==> src/rtl/vend_pkg.sv <==
// -----------------------------------------------------------------------------
// vend_pkg
// Shared definitions for the vending-machine transaction sequencer:
//   - state_e      : controller state encoding (IDLE/CREDIT/CHECK/VEND/CHANGE)
//   - COIN_*       : 2-bit coin codes used on coin_code and change_code
//   - DENOM_*      : coin denominations in money units
//   - ERR_*        : err_code values
//   - coin_value() : maps a coin code to its denomination
// -----------------------------------------------------------------------------
package vend_pkg;

    typedef enum logic [2:0] {
        ST_IDLE   = 3'd0,
        ST_CREDIT = 3'd1,
        ST_CHECK  = 3'd2,
        ST_VEND   = 3'd3,
        ST_CHANGE = 3'd4
    } state_e;

    localparam logic [1:0] COIN_500  = 2'b00;
    localparam logic [1:0] COIN_1000 = 2'b01;
    localparam logic [1:0] COIN_2000 = 2'b10;
    localparam logic [1:0] COIN_5000 = 2'b11;

    localparam int unsigned DENOM_500  = 500;
    localparam int unsigned DENOM_1000 = 1000;
    localparam int unsigned DENOM_2000 = 2000;
    localparam int unsigned DENOM_5000 = 5000;

    // Product prices arrive in units of 100.
    localparam int unsigned PRICE_UNIT = 100;

    localparam logic [1:0] ERR_NONE     = 2'd0;
    localparam logic [1:0] ERR_STOCK    = 2'd1;
    localparam logic [1:0] ERR_CREDIT   = 2'd2;
    localparam logic [1:0] ERR_OVERFLOW = 2'd3;

    function automatic int unsigned coin_value(input logic [1:0] code);
        int unsigned value;
        value = DENOM_500;
        case (code)
            COIN_500:  value = DENOM_500;
            COIN_1000: value = DENOM_1000;
            COIN_2000: value = DENOM_2000;
            COIN_5000: value = DENOM_5000;
            default:   value = DENOM_500;
        endcase
        return value;
    endfunction

endpackage

==> src/rtl/vend_controller_if.sv <==
// -----------------------------------------------------------------------------
// vend_controller_if
// Bundles every non-clock/reset signal of the vending controller.
//   master : the controller (drives strobes, requests, change, state, credit)
//   slave  : the surrounding machine (front panel, coin counter, product
//            manager, dispenser, payout mechanism)
// Groups:
//   coin_*   : coin intake and accept/reject pulses
//   sel_*    : product selection, cancel
//   stock_*  : stock/price query handshake (req held until ack)
//   vend_*   : dispense handshake (req held until done)
//   change_* : change payout valid/ready handshake
//   state, credit, err_code : display status
// -----------------------------------------------------------------------------
interface vend_controller_if #(
    parameter int CREDIT_W = 16
);
    logic                coin_valid;
    logic [1:0]          coin_code;
    logic                coin_accept;
    logic                coin_reject;
    logic                sel_valid;
    logic [2:0]          sel_id;
    logic                cancel;
    logic                stock_req;
    logic [2:0]          stock_id;
    logic                stock_ack;
    logic                stock_avail;
    logic [7:0]          stock_price;
    logic                vend_req;
    logic [2:0]          vend_id;
    logic                vend_done;
    logic                change_valid;
    logic [1:0]          change_code;
    logic                change_ready;
    logic [2:0]          state;
    logic [CREDIT_W-1:0] credit;
    logic [1:0]          err_code;

    modport master (
        input  coin_valid, coin_code, sel_valid, sel_id, cancel,
               stock_ack, stock_avail, stock_price, vend_done, change_ready,
        output coin_accept, coin_reject, stock_req, stock_id, vend_req, vend_id,
               change_valid, change_code, state, credit, err_code
    );

    modport slave (
        output coin_valid, coin_code, sel_valid, sel_id, cancel,
               stock_ack, stock_avail, stock_price, vend_done, change_ready,
        input  coin_accept, coin_reject, stock_req, stock_id, vend_req, vend_id,
               change_valid, change_code, state, credit, err_code
    );
endinterface

==> src/rtl/change_picker.sv <==
// -----------------------------------------------------------------------------
// change_picker
// Combinational greedy selector: returns the code of the largest coin whose
// denomination does not exceed the given credit. Below 1000 it returns the
// 500 code; the caller decides whether any change is due at all.
//   credit : remaining credit (CREDIT_W bits)
//   code   : coin code of the largest denomination <= credit
// -----------------------------------------------------------------------------
module change_picker
    import vend_pkg::*;
#(
    parameter int CREDIT_W = 16
) (
    input  logic [CREDIT_W-1:0] credit,
    output logic [1:0]          code
);

    // NOTE: the output gets a default before the if-chain so every path
    // assigns it and no latch is inferred.
    always_comb begin
        code = COIN_500;
        if (credit >= CREDIT_W'(DENOM_5000)) begin
            code = COIN_5000;
        end else if (credit >= CREDIT_W'(DENOM_2000)) begin
            code = COIN_2000;
        end else if (credit >= CREDIT_W'(DENOM_1000)) begin
            code = COIN_1000;
        end
    end

endmodule

==> src/rtl/vend_controller.sv <==
// -----------------------------------------------------------------------------
// vend_controller
// Transaction sequencer for the vending machine: collects coins into credit,
// takes a product selection, queries stock/price, commands the dispense and
// pays back change one greedy coin at a time. All outputs are registered.
// Ports:
//   clk   : single clock
//   reset : synchronous, active-high; clears all state
//   bus   : vend_controller_if.master (coin, selection, stock, vend, change
//           handshakes plus state/credit/err_code display outputs)
// -----------------------------------------------------------------------------
module vend_controller
    import vend_pkg::*;
#(
    parameter int CREDIT_W       = 16,
    parameter int MAX_CREDIT     = 20000,
    parameter int TIMEOUT_CYCLES = 1000
) (
    input  logic                clk,
    input  logic                reset,
    vend_controller_if.master   bus
);

    localparam logic [2:0] S_IDLE   = 3'(ST_IDLE);
    localparam logic [2:0] S_CREDIT = 3'(ST_CREDIT);
    localparam logic [2:0] S_CHECK  = 3'(ST_CHECK);
    localparam logic [2:0] S_VEND   = 3'(ST_VEND);
    localparam logic [2:0] S_CHANGE = 3'(ST_CHANGE);

    localparam int                  TIMER_W      = $clog2(TIMEOUT_CYCLES) + 1;
    localparam logic [TIMER_W-1:0]  TIMEOUT_LAST = TIMER_W'(TIMEOUT_CYCLES - 1);
    localparam logic [CREDIT_W-1:0] MIN_CHANGE   = CREDIT_W'(DENOM_500);

    logic [2:0]          state_q;
    logic [CREDIT_W-1:0] credit_q;
    logic [1:0]          err_q;
    logic [TIMER_W-1:0]  timer_q;
    logic                coin_accept_q;
    logic                coin_reject_q;
    logic                stock_req_q;
    logic [2:0]          stock_id_q;
    logic                vend_req_q;
    logic [2:0]          vend_id_q;
    logic                change_valid_q;
    logic [1:0]          change_code_q;

    logic [CREDIT_W-1:0] coin_amt;
    logic [CREDIT_W:0]   coin_sum;
    logic                coin_fits;
    logic                coin_window;
    logic                coin_take;
    logic [CREDIT_W-1:0] price_amt;
    logic [CREDIT_W-1:0] change_amt;
    logic [CREDIT_W-1:0] credit_left;
    logic [1:0]          pick_code;

    // Coin arithmetic is one bit wider so a sum past the register width
    // still compares correctly against MAX_CREDIT.
    assign coin_amt    = CREDIT_W'(coin_value(bus.coin_code));
    assign coin_sum    = {1'b0, credit_q} + {1'b0, coin_amt};
    assign coin_fits   = coin_sum <= (CREDIT_W+1)'(MAX_CREDIT);
    assign coin_window = (state_q == S_IDLE) || (state_q == S_CREDIT);
    // cancel and sel_valid outrank a coin presented in the same cycle.
    assign coin_take   = coin_window && bus.coin_valid && !bus.cancel
                         && !bus.sel_valid && coin_fits;

    assign price_amt   = CREDIT_W'(bus.stock_price) * CREDIT_W'(PRICE_UNIT);
    assign change_amt  = CREDIT_W'(coin_value(change_code_q));
    assign credit_left = credit_q - change_amt;

    change_picker #(.CREDIT_W(CREDIT_W)) u_change_picker (
        .credit (credit_q),
        .code   (pick_code)
    );

    // NOTE: every register here is plain state (no memory array), so all of
    // it is cleared on reset and updated only with non-blocking assignments.
    always_ff @(posedge clk) begin
        if (reset) begin
            state_q        <= S_IDLE;
            credit_q       <= '0;
            err_q          <= ERR_NONE;
            timer_q        <= '0;
            coin_accept_q  <= 1'b0;
            coin_reject_q  <= 1'b0;
            stock_req_q    <= 1'b0;
            stock_id_q     <= '0;
            vend_req_q     <= 1'b0;
            vend_id_q      <= '0;
            change_valid_q <= 1'b0;
            change_code_q  <= COIN_500;
        end else begin
            coin_accept_q <= 1'b0;
            coin_reject_q <= 1'b0;

            if (bus.coin_valid && !coin_window) begin
                coin_reject_q <= 1'b1;
            end

            case (state_q)
                S_IDLE, S_CREDIT: begin
                    if (bus.coin_valid) begin
                        if (coin_take) begin
                            credit_q      <= coin_sum[CREDIT_W-1:0];
                            coin_accept_q <= 1'b1;
                            err_q         <= ERR_NONE;
                            timer_q       <= '0;
                            state_q       <= S_CREDIT;
                        end else begin
                            coin_reject_q <= 1'b1;
                            if (!bus.cancel && !bus.sel_valid) begin
                                err_q <= ERR_OVERFLOW;
                            end
                        end
                    end

                    // IDLE ignores cancel and selection; only a coin moves it.
                    if (state_q == S_CREDIT) begin
                        if (bus.cancel) begin
                            state_q        <= S_CHANGE;
                            change_valid_q <= 1'b1;
                            change_code_q  <= pick_code;
                        end else if (bus.sel_valid) begin
                            state_q     <= S_CHECK;
                            stock_req_q <= 1'b1;
                            stock_id_q  <= bus.sel_id;
                            vend_id_q   <= bus.sel_id;
                        end else if (!coin_take) begin
                            if (timer_q == TIMEOUT_LAST) begin
                                state_q        <= S_CHANGE;
                                change_valid_q <= 1'b1;
                                change_code_q  <= pick_code;
                            end else begin
                                timer_q <= timer_q + TIMER_W'(1);
                            end
                        end
                    end
                end

                S_CHECK: begin
                    if (bus.stock_ack) begin
                        stock_req_q <= 1'b0;
                        if (!bus.stock_avail) begin
                            err_q   <= ERR_STOCK;
                            timer_q <= '0;
                            state_q <= S_CREDIT;
                        end else if (credit_q < price_amt) begin
                            err_q   <= ERR_CREDIT;
                            timer_q <= '0;
                            state_q <= S_CREDIT;
                        end else begin
                            credit_q   <= credit_q - price_amt;
                            vend_req_q <= 1'b1;
                            state_q    <= S_VEND;
                        end
                    end
                end

                S_VEND: begin
                    if (bus.vend_done) begin
                        vend_req_q <= 1'b0;
                        if (credit_q >= MIN_CHANGE) begin
                            state_q        <= S_CHANGE;
                            change_valid_q <= 1'b1;
                            change_code_q  <= pick_code;
                        end else begin
                            state_q  <= S_IDLE;
                            credit_q <= '0;
                        end
                    end
                end

                S_CHANGE: begin
                    // After each transfer valid drops for one cycle so the
                    // picker sees the reduced credit before the next offer.
                    if (change_valid_q && bus.change_ready) begin
                        change_valid_q <= 1'b0;
                        if (credit_left < MIN_CHANGE) begin
                            state_q  <= S_IDLE;
                            credit_q <= '0;
                        end else begin
                            credit_q <= credit_left;
                        end
                    end else if (!change_valid_q) begin
                        if (credit_q < MIN_CHANGE) begin
                            state_q  <= S_IDLE;
                            credit_q <= '0;
                        end else begin
                            change_valid_q <= 1'b1;
                            change_code_q  <= pick_code;
                        end
                    end
                end

                default: begin
                    state_q <= S_IDLE;
                end
            endcase
        end
    end

    assign bus.state        = state_q;
    assign bus.credit       = credit_q;
    assign bus.err_code     = err_q;
    assign bus.coin_accept  = coin_accept_q;
    assign bus.coin_reject  = coin_reject_q;
    assign bus.stock_req    = stock_req_q;
    assign bus.stock_id     = stock_id_q;
    assign bus.vend_req     = vend_req_q;
    assign bus.vend_id      = vend_id_q;
    assign bus.change_valid = change_valid_q;
    assign bus.change_code  = change_code_q;

endmodule
==> src/flat_wrapper.sv <==
// flat-port wrapper written by rule: the top's interface ports become plain ports
module vend_controller_flat import vend_pkg::*;
#(
    parameter int CREDIT_W       = 16,
    parameter int MAX_CREDIT     = 20000,
    parameter int TIMEOUT_CYCLES = 1000
)
  (clk, reset, bus_coin_valid, bus_coin_code, bus_sel_valid, bus_sel_id, bus_cancel, bus_stock_ack, bus_stock_avail, bus_stock_price, bus_vend_done, bus_change_ready, bus_coin_accept, bus_coin_reject, bus_stock_req, bus_stock_id, bus_vend_req, bus_vend_id, bus_change_valid, bus_change_code, bus_state, bus_credit, bus_err_code);
  vend_controller_if #(.CREDIT_W(CREDIT_W)) bus_i ();
  input  logic clk;
  input  logic reset;
  input wire logic [$bits(bus_i.coin_valid)-1:0] bus_coin_valid;
  input wire logic [$bits(bus_i.coin_code)-1:0] bus_coin_code;
  input wire logic [$bits(bus_i.sel_valid)-1:0] bus_sel_valid;
  input wire logic [$bits(bus_i.sel_id)-1:0] bus_sel_id;
  input wire logic [$bits(bus_i.cancel)-1:0] bus_cancel;
  input wire logic [$bits(bus_i.stock_ack)-1:0] bus_stock_ack;
  input wire logic [$bits(bus_i.stock_avail)-1:0] bus_stock_avail;
  input wire logic [$bits(bus_i.stock_price)-1:0] bus_stock_price;
  input wire logic [$bits(bus_i.vend_done)-1:0] bus_vend_done;
  input wire logic [$bits(bus_i.change_ready)-1:0] bus_change_ready;
  output wire logic [$bits(bus_i.coin_accept)-1:0] bus_coin_accept;
  output wire logic [$bits(bus_i.coin_reject)-1:0] bus_coin_reject;
  output wire logic [$bits(bus_i.stock_req)-1:0] bus_stock_req;
  output wire logic [$bits(bus_i.stock_id)-1:0] bus_stock_id;
  output wire logic [$bits(bus_i.vend_req)-1:0] bus_vend_req;
  output wire logic [$bits(bus_i.vend_id)-1:0] bus_vend_id;
  output wire logic [$bits(bus_i.change_valid)-1:0] bus_change_valid;
  output wire logic [$bits(bus_i.change_code)-1:0] bus_change_code;
  output wire logic [$bits(bus_i.state)-1:0] bus_state;
  output wire logic [$bits(bus_i.credit)-1:0] bus_credit;
  output wire logic [$bits(bus_i.err_code)-1:0] bus_err_code;
  assign bus_i.coin_valid = bus_coin_valid;
  assign bus_i.coin_code = bus_coin_code;
  assign bus_i.sel_valid = bus_sel_valid;
  assign bus_i.sel_id = bus_sel_id;
  assign bus_i.cancel = bus_cancel;
  assign bus_i.stock_ack = bus_stock_ack;
  assign bus_i.stock_avail = bus_stock_avail;
  assign bus_i.stock_price = bus_stock_price;
  assign bus_i.vend_done = bus_vend_done;
  assign bus_i.change_ready = bus_change_ready;
  assign bus_coin_accept = bus_i.coin_accept;
  assign bus_coin_reject = bus_i.coin_reject;
  assign bus_stock_req = bus_i.stock_req;
  assign bus_stock_id = bus_i.stock_id;
  assign bus_vend_req = bus_i.vend_req;
  assign bus_vend_id = bus_i.vend_id;
  assign bus_change_valid = bus_i.change_valid;
  assign bus_change_code = bus_i.change_code;
  assign bus_state = bus_i.state;
  assign bus_credit = bus_i.credit;
  assign bus_err_code = bus_i.err_code;
  vend_controller #(.CREDIT_W(CREDIT_W), .MAX_CREDIT(MAX_CREDIT), .TIMEOUT_CYCLES(TIMEOUT_CYCLES)) u_core (.clk(clk), .reset(reset), .bus(bus_i));
endmodule
==> config.mk <==
export PLATFORM = sky130hd
export DESIGN_NAME = vend_controller_flat
export DESIGN_NICKNAME = d
export VERILOG_FILES = /design/src/rtl/vend_pkg.sv /design/src/rtl/vend_controller_if.sv /design/src/rtl/change_picker.sv /design/src/rtl/vend_controller.sv /design/src/flat_wrapper.sv
export SDC_FILE = /design/constraint.sdc
export NUM_CORES = 1
export LEC_CHECK = 0
export ABC_AREA = 1
export CELL_PAD_IN_SITES_DETAIL_PLACEMENT = 1
export CELL_PAD_IN_SITES_GLOBAL_PLACEMENT = 2
export CORE_AREA = 2 2 134 123
export DETAILED_ROUTE_END_ITERATION = 16
export DIE_AREA = 0 0 136 125
export GPL_TIMING_DRIVEN = 0
export PLACE_DENSITY_LB_ADDON = 0.2
export SYNTH_ARGS = -nofsm -noshare
export SYNTH_HDL_FRONTEND = slang
export SYNTH_HIERARCHICAL = 1
export SYNTH_SLANG_ARGS = --single-unit
==> constraint.sdc <==
create_clock -name clk -period 8 [get_ports clk]
set_clock_uncertainty 0.1 [all_clocks]
set_input_delay 2 -clock clk [delete_from_list [all_inputs] [get_ports clk]]
set_output_delay 2 -clock clk [all_outputs]
set_load 0.02 [all_outputs]
==> impl_metrics.json <==
{
  "utilization_pct": 39.1,
  "synth_warnings": 6,
  "path_class": "input pin to flop",
  "io_buffers": 53,
  "maxSlewHeadroom_pct": 51.5,
  "cts.sinks": 40,
  "final_common_cell": "nand2_1",
  "synthCells": 827,
  "cts_resized": 0,
  "grt_pass1_wl_um": 30700,
  "grt_pass1_vias": 6022,
  "final-setup-viol-count": 0,
  "worstMarginPinSlew_ps": 722,
  "synth_async_sr_flop_share_pct": 0,
  "wl_per_cell_um": 17.0,
  "dr.pass1.iters": 4,
  "status": "complete, no violations",
  "drv_slew": 0,
  "antenna-diode-count": 0,
  "drt_iter0_markers": 244,
  "ys_ff_latch": 40,
  "hold_class": "flop to flop",
  "io_pins": 56,
  "max_freq_mhz": 152,
  "final_antenna_net_count": 0,
  "critical-path-top-delay-family": "adder cells",
  "grt_max_degree": 15,
  "dp_slack_ps": 1130,
  "cts_tree": "yes",
  "max_stage_delay_ps": 550,
  "vdd_drop_max_mv": 0.0963,
  "grt_overflow": 0,
  "via_per_inst": 5.14,
  "cp_max_fo": 10,
  "ctsRootBufferMaster": "clkbuf_16",
  "final_hold_viol_count": 0,
  "endpoint_kind": "flop",
  "layout_common_cells": "nand2_1, nor2_1, inv_1, ha_1",
  "r2r-start": "u_core/bus.change_code[1]$_SDFFE_PP0P_",
  "rsz0062_at_grt": "no",
  "pwr_density_cell_nw_per_um2": 132,
  "die_area_um2": 17000,
  "cts_buffers": 5,
  "startpoint": "bus_stock_price[3]",
  "fillers": 2102,
  "syn-cell-area_um2": 5190,
  "place.gp.congestion": 0.903,
  "avgSynthCellArea_um2": 6.28,
  "min_from": "u_core/bus.stock_req$_SDFFE_PP0P_",
  "drc_errors": 0,
  "multiInputGateArea_um2": 3840,
  "fin_crit_sh_pct": 82.0,
  "die_h_um": 125,
  "synth_seq_area_share_pct": 15.4,
  "worstPathRequired_ps": 8130,
  "core_um2": 15700,
  "synth_edf_count": 0,
  "clock_latency_ps": 290,
  "initial_core_util_pct": 33.0,
  "layout-drive-gt1-share_pct": 9.67,
  "clock_path_buffers": 2,
  "antenna_found_initial": 0,
  "seq_area_um2": 801,
  "path_clk_slew_ps": 70,
  "num_vias": 5636,
  "wl_um": 18700,
  "cpMaxStageDelayCell": "clkdlybuf4s50_1",
  "synth-main-ff-cell": "dfxtp_1",
  "max_cap_viol_count": 0,
  "finalCriticalPeriod_ps": 6560,
  "setup-tns-final_ps": 0,
  "worst-path-buf-inv": 6,
  "layout.nets": 975,
  "cts_setup_buffers": 0,
  "yosysUniqueCellTypes": 57,
  "worstSetupStartpointType": "input pin",
  "fp-row-count": 44,
  "gr-usage-all-layers_pct": 22.8,
  "htree_levels": 2,
  "cpMostUsedCell": "nand2_1",
  "p_leak_nw": 2.97,
  "postCtsHoldBufs": 0,
  "fp.dieW_um": 136,
  "dpl.hpwl_um": 15500,
  "worst_slack_ps": 1440,
  "synthToLayoutAreaGrowth_pct": 18.6,
  "crit_arrival_ps": 6690
}
-- layout make-up --
cell class / count / area share, %
Sequential cell: 40 / 13.0
Multi-Input combinational cell: 660 / 62.4
Buffer: 19 / 2.21
Inverter: 109 / 6.83
Clock inverter: 3 / 0.752
Clock buffer: 5 / 2.03
Timing Repair Buffer: 53 / 8.61
Tap cell: 207 / 4.21
-- Yosys cell counts, drive strengths merged, types with 5 or more instances --
master,n,area [um2]
nand3,62,343
or2,11,68.8
fa,6,120
nand3b,5,37.5
xor2,12,105
dfxtp,40,801
nand4,15,100
nor2,110,488
xnor2,9,78.8
ha,59,738
nor3,18,95.1
a21oi,62,329
clkbuf,5,18.8
buf,14,118
o21ai,42,233
nand2,218,868
inv,108,415
-- routing by layer --
| metal | track usage (%) | share of wire (%) | up-vias |
|---|---|---|---|
| met5 | 0 | 0 | - |
| met4 | 5.21 | 1.4 | 0 |
| met3 | 2.88 | 3.2 | 16 |
| met2 | 38.7 | 47 | 79 |
| met1 | 30.7 | 49 | 2706 |
| li1 | - | - | 2835 |
-- report_power, final --
part | total [mW] | internal, mW | switching [mW]
combinational | 0.353 | 0.135 | 0.218
clock | 0.245 | 0.149 | 0.0962
sequential | 0.218 | 0.205 | 0.0127
-- flip-flops by register name (all words and copies together) (netlist names) --
name / cells
u_core/bus.vend_id: 3
u_core/bus.credit: 14
u_core/bus.coin_reject: 1
u_core/bus.stock_req: 1
u_core/bus.err_code: 2
u_core/bus.coin_accept: 1
u_core/bus.state: 3
u_core/bus.change_valid: 1
u_core/timer_q: 11
u_core/bus.vend_req: 1
u_core/bus.change_code: 2
-- cell families (layout without fill, tap and decap cells) --
kind of cell | Yosys count | after routing | synth area share [%]
other cells | 1 | 2 | 0.0722
fa+ha+maj | 65 | 65 | 16.5
buf+inv | 128 | 189 | 10.7
simple gates | 444 | 444 | 39.1
compound gates | 128 | 128 | 14.6
xor+xnor | 21 | 21 | 3.54
flops | 40 | 40 | 15.4
-- worst paths after layout --
kind | endpoint | slack (ps) | cells past startpoint
max reg2reg | u_core/bus.state[2]$_SDFFE_PP0P_ | 4620 | 17
min reg2reg | u_core/bus.stock_req$_SDFFE_PP0P_ | 370 | 2
max | u_core/bus.credit[3]$_SDFFE_PP0P_ | 1440 | 28
min | u_core/bus.stock_req$_SDFFE_PP0P_ | 370 | 2
-- worst reg2reg max path, stage by stage, from the launching register on --
cell      delay [ps]
dfxtp_1          380
nor2_1           230
ha_1             190
inv_1             60
fa_1             450
nand3_1          160
nand2_2           90
nand2_1          110
nand2_1           80
nand2_1           70
nand2_1           60
xor2_1           280
nand3_1          180
o21bai_4         320
nand3_1          180
nor2_2           170
nand2_1           90
a21oi_1          120
-- per-stage QoR --
step                cells  cell area (um2)  hold WS [ps]  total power, mW
CTS                  1096             6160           369            0.823
detailed placement   1088             5990           356            0.574
global route         1096             6160           403            0.881
finish               1096             6160           368            0.815
global placement     1088             5990           357            0.563
floorplan             828             5200           357            0.470
(Power assumes the default switching activity.)
